**config.mk**
```make
export PLATFORM = sky130hd
export DESIGN_NAME = effect_energy_ctrl
export DESIGN_NICKNAME = d
export VERILOG_FILES = /design/src/rtl/effect_energy_ctrl.sv
export SDC_FILE = /design/constraint.sdc
export NUM_CORES = 1
export LEC_CHECK = 0
export BUFFER_PORTS_ARGS = -buffer_cell sky130_fd_sc_hd__buf_2
export CAP_MARGIN = 0
export CORE_ASPECT_RATIO = 1.1
export CORE_MARGIN = 1.5
export CORE_UTILIZATION = 56
export CTS_BUF_LIST = sky130_fd_sc_hd__clkbuf_4 sky130_fd_sc_hd__clkbuf_8
export CTS_CLUSTER_SIZE = 30
export DETAILED_ROUTE_END_ITERATION = 8
export PLACE_DENSITY_LB_ADDON = 0.1
export SYNTH_ARGS = -nofsm -noshare
export SYNTH_HDL_FRONTEND = slang
export SYNTH_SLANG_ARGS = --single-unit
```
**constraint.sdc**
```tcl
create_clock -name sysclk -period 4.3 [get_ports sysclk]
set_input_delay 0.86 -clock sysclk [delete_from_list [all_inputs] [get_ports sysclk]]
set_output_delay 0.86 -clock sysclk [all_outputs]
set_load 0.05 [all_outputs]
```
**src/rtl/effect_energy_ctrl.sv**
```systemverilog
// rtl/effect_energy_ctrl.sv - player energy counter with power-up and curse effect timers
// Optional idle-second energy regeneration is enabled by defining ENERGY_REGEN_EN.
module effect_energy_ctrl #(
    parameter int unsigned CLK_HZ       = 100_000_000,
    parameter int unsigned POWER_UP_SEC = 5,
    parameter int unsigned CURSE_SEC    = 8,
    parameter int unsigned ENERGY_INIT  = 10,
    parameter int unsigned ENERGY_MAX   = 2000,
    parameter int unsigned PICKUP_GAIN  = 5
) (
    input  logic        sysclk,
    input  logic        reset,
    input  logic        en,
    input  logic        move_step,
    input  logic        pickup_energy,
    input  logic        pickup_power,
    input  logic        pickup_curse,
    output logic        power_up_active,
    output logic        curse_active,
    output logic [10:0] energy,
    output logic [3:0]  power_left,
    output logic [3:0]  curse_left,
    output logic        exhausted
);

    localparam logic [31:0] TICK_LAST = 32'(CLK_HZ - 1);
    localparam logic [3:0]  P_DUR     = 4'(POWER_UP_SEC);
    localparam logic [3:0]  C_DUR     = 4'(CURSE_SEC);
    localparam logic [11:0] E_MAX     = 12'(ENERGY_MAX);
    localparam logic [11:0] E_GAIN    = 12'(PICKUP_GAIN);

    typedef enum logic {IDLE, ACTIVE} fx_state_t;

    fx_state_t   p_state, p_state_next;
    fx_state_t   c_state, c_state_next;
    logic [31:0] tick_cnt;
    logic        tick;
    logic        moved;
    logic        drain;
    logic        regen;
    logic [11:0] energy_sum;
    logic [11:0] energy_clamped;
    logic [10:0] energy_next;
    logic [3:0]  power_left_next;
    logic [3:0]  curse_left_next;

    assign tick  = en && (tick_cnt == TICK_LAST);
    assign drain = tick && moved && !power_up_active;
`ifdef ENERGY_REGEN_EN
    assign regen = tick && !moved;
`else
    assign regen = 1'b0;
`endif

    // Gain and regen are added before drain so that drain at zero floors cleanly.
    always_comb begin
        energy_sum     = {1'b0, energy} + (pickup_energy ? E_GAIN : 12'd0) + {11'd0, regen};
        energy_clamped = 12'd0;
        if (energy_sum >= {11'd0, drain})
            energy_clamped = energy_sum - {11'd0, drain};
        if (energy_clamped > E_MAX)
            energy_clamped = E_MAX;
        energy_next = energy_clamped[10:0];
    end

    always_comb begin
        p_state_next    = p_state;
        power_left_next = power_left;
        case (p_state)
            IDLE: begin
                if (pickup_power) begin
                    p_state_next    = ACTIVE;
                    power_left_next = P_DUR;
                end
            end
            ACTIVE: begin
                if (pickup_power) begin
                    power_left_next = P_DUR;
                end else if (tick) begin
                    if (power_left == 4'd1) begin
                        p_state_next    = IDLE;
                        power_left_next = 4'd0;
                    end else begin
                        power_left_next = power_left - 4'd1;
                    end
                end
            end
            default: p_state_next = IDLE;
        endcase
    end

    // A power pickup both blocks a new curse and cancels a running one.
    always_comb begin
        c_state_next    = c_state;
        curse_left_next = curse_left;
        case (c_state)
            IDLE: begin
                if (pickup_curse && !power_up_active && !pickup_power) begin
                    c_state_next    = ACTIVE;
                    curse_left_next = C_DUR;
                end
            end
            ACTIVE: begin
                if (pickup_power) begin
                    c_state_next    = IDLE;
                    curse_left_next = 4'd0;
                end else if (pickup_curse) begin
                    curse_left_next = C_DUR;
                end else if (tick) begin
                    if (curse_left == 4'd1) begin
                        c_state_next    = IDLE;
                        curse_left_next = 4'd0;
                    end else begin
                        curse_left_next = curse_left - 4'd1;
                    end
                end
            end
            default: c_state_next = IDLE;
        endcase
    end

    always_ff @(posedge sysclk) begin
        if (reset) begin
            tick_cnt        <= 32'd0;
            moved           <= 1'b0;
            energy          <= 11'(ENERGY_INIT);
            exhausted       <= (ENERGY_INIT == 0);
            p_state         <= IDLE;
            c_state         <= IDLE;
            power_left      <= 4'd0;
            curse_left      <= 4'd0;
            power_up_active <= 1'b0;
            curse_active    <= 1'b0;
        end else if (en) begin
            tick_cnt        <= tick ? 32'd0 : tick_cnt + 32'd1;
            moved           <= move_step || (moved && !tick);
            energy          <= energy_next;
            exhausted       <= (energy_next == 11'd0);
            p_state         <= p_state_next;
            c_state         <= c_state_next;
            power_left      <= power_left_next;
            curse_left      <= curse_left_next;
            power_up_active <= (p_state_next == ACTIVE);
            curse_active    <= (c_state_next == ACTIVE);
        end
    end

endmodule

```
==> summary.txt <==
Route
  – DRT antenna net count: 0
  – Total wire length: 7920 um
  – Vias: 3,166
  – Vias per std cell: 5.80
  – Drt first pass iters: 4
  – DR WL/cell: 14.5 um
  – DRT iter0 DRCs: 122
  – DRC viols: 0

Setup path
  – Peak fanout along the critical path: 5
  – Setup crit start kind: input pin
  – Critical Path End Type: flop
  – Critical path arrival: 4180 ps
  – Crit path kind: input pin to flop
  – Critical path data required time: 4490 ps

Power
  – Final Power: 1.04 mW
  – IR drop worst, VDD: 0.000185 V
  – Leak pwr: 1.42 nW
  – Power density cells: 271 nW/um^2

Finish
  – Final Util: 62.5%
  – Area growth, synth to finish: 8.66%
  – Final #Nets: 482
  – ANT cells: 0
  – Share of layout cells above drive strength 1: 13.1%

Logic synthesis
  – Distinct cell type count after synthesis: 69
  – Synth top area cells: dfxtp_1 (31%), xor2_1 (6.9%), nor2_1 (6.7%)
  – Post-synthesis register bit count: 55
  – Yosys Warn Count: 0
  – Top-area cell type share of the netlist area: 31.1%
  – Most common cell in the netlist: nor2_1
  – Synth top cells by count: nor2_1 (63), dfxtp_1 (55), nand2_1 (36), xor2_1 (28), a21oi_1 (26)
  – Sequential area share after synthesis: 31.1%
  – Post-synth top area cell: dfxtp_1
  – Total nets after synthesis: 463
  – Top FF cell, synth: dfxtp_1
  – Post-Syn Area: 3540 um^2
  – Share of flip-flops with an asynchronous set or reset: 0%
  – EDFF count, synth: 0
  – Mapped Cells: 446
  – Syn Area/Cell: 7.94 um^2

Global route
  – Vias in the first global route: 2,958
  – Largest net degree at the start of global routing: 31
  – Antenna violations before repair: 0
  – Global-route wire length before repair: 13,300 um
  – Tot GR Track Use: 24.0%
  – Gr ovfl total: 0

Floorplan
  – IO Count: 29
  – Core area: 6160 um^2
  – Starting Density: 57.5%
  – Die Y: 86.4 um
  – Die area: 6810 um^2
  – Rows: 30
  – Die Wd: 78.8 um

Clocking
  – Worst skew pair latency: 300 ps
  – TritonCTS clock tree: yes
  – CTS sink cnt: 55
  – Clock slew at reported path FFs: 90 ps
  – CTS buffer count: 5
  – Postcts setup bufs: 0
  – CTS H-tree lvls: 2
  – Clk root buf: clkbuf_8
  – Post_cts resized: 0
  – CTS max path bufs: 2
  – CTS Hold Bufs: 0

Placement
  – Post-DP HPWL: 5950 um
  – Placer congestion estimate: 0.909
  – IO Port Bufs: 28

STA
  – Hold WS: 492 ps
  – Slew Limit Fails: 0
  – RSZ-0062 raised after global routing: no
  – Setup violators final: 0
  – Least-Margin Pin Slew: 1100 ps
  – Clock skew: 3.69 ps
  – FMAX: 251 MHz
  – Final Critical Period: 3980 ps
  – Post-route clock period utilization: 92.7%
  – Fin. Hold Viols: 0
  – Slew HR: 26.8%

Run status
  – Status: finished clean

Worst hold path
  – Worst hold-check path type: flop to flop

Run
  – Number of max-cap violations: 0
[flip-flops by register name (all words and copies together) (netlist names)]
signal      cells
energy         11
c_state         1
curse_left      4
exhausted       1
p_state         1
tick_cnt       32
power_left      4
moved           1
[critical path, stage by stage]
cell      delay (ps)
buf_2             90
nand4_1           90
or3_1            370
or3_1            400
nor3b_1          220
ha_1             200
ha_2             240
nor2b_1          180
a32oi_2          100
and2_1           190
nand2b_1         170
a221oi_2         310
o211ai_2         180
and3_1           230
a311o_1          340
[cells in the final DEF, fill, tap and decap left out, drive strengths merged, types with 11 or more instances in the layout]
| cell | count |
|---|---|
| nor3 | 18 |
| dfxtp | 55 |
| a21oi | 27 |
| nand2 | 36 |
| nand4 | 16 |
| nand3 | 20 |
| o21ai | 11 |
| inv | 14 |
| buf | 34 |
| xnor2 | 16 |
| xor2 | 28 |
| nor2 | 64 |
[layer usage]
metal / GRT usage [%] / up-vias / part of all wire, %
li1: - / 1619 / -
met2: 46.1 / 46 / 53
met4: 7.63 / 0 / 1.7
met1: 27.1 / 1486 / 43
met5: 0 / - / 0
met3: 3.05 / 15 / 2.1
[cell families (layout without fill, tap and decap cells)]
kind of cell	count (synthesis)	in the layout	share of synthesized area, %
compound gates	85	85	18.0
xor+xnor	45	45	11.7
fa+ha+maj	10	10	3.53
buf+inv	36	56	4.35
flops	55	55	31.1
mux	1	1	0.318
simple gates	214	214	31.0
[where the power goes]
part / leakage [nW] / switching (mW) / internal, mW / total [mW]
combinational: 0.910 / 0.108 / 0.0515 / 0.160
clock: 0.0612 / 0.157 / 0.188 / 0.346
sequential: 0.446 / 0.0170 / 0.519 / 0.536
total: 1.42 / 0.283 / 0.759 / 1.04
[cell type report]
type                    instances  area (um^2)
clock buffers                   6         82.6
clock inverters                 2         35.0
flip-flops and latches         55         1100
inverters                      14         52.6
repair buffers                 34          185
well taps                      80          100
multi-input cells             355         2290
fillers                       577         2310
[final timing paths]
path	startpoint	to	slack, ps	cells after the start
max	en	energy[3]	320	15
min	tick_cnt[1]	tick_cnt[1]	490	2
max reg2reg	tick_cnt[0]	energy[3]	360	15
min reg2reg	tick_cnt[1]	tick_cnt[1]	490	2
[per-stage QoR]
| step | setup slack [ps] | cells | instance area, um^2 | TNS, ps |
|---|---|---|---|---|
| CTS | 295 | 546 | 3840 | 0 |
| detailed placement | -17.8 | 538 | 3720 | -17.8 |
| finish | 315 | 546 | 3850 | 0 |
| global route | 9.70 | 546 | 3850 | 0 |
| global placement | 93.2 | 538 | 3720 | 0 |
| floorplan | 102 | 446 | 3540 | 0 |
No activity file was read; power rests on OpenSTA's default activity.
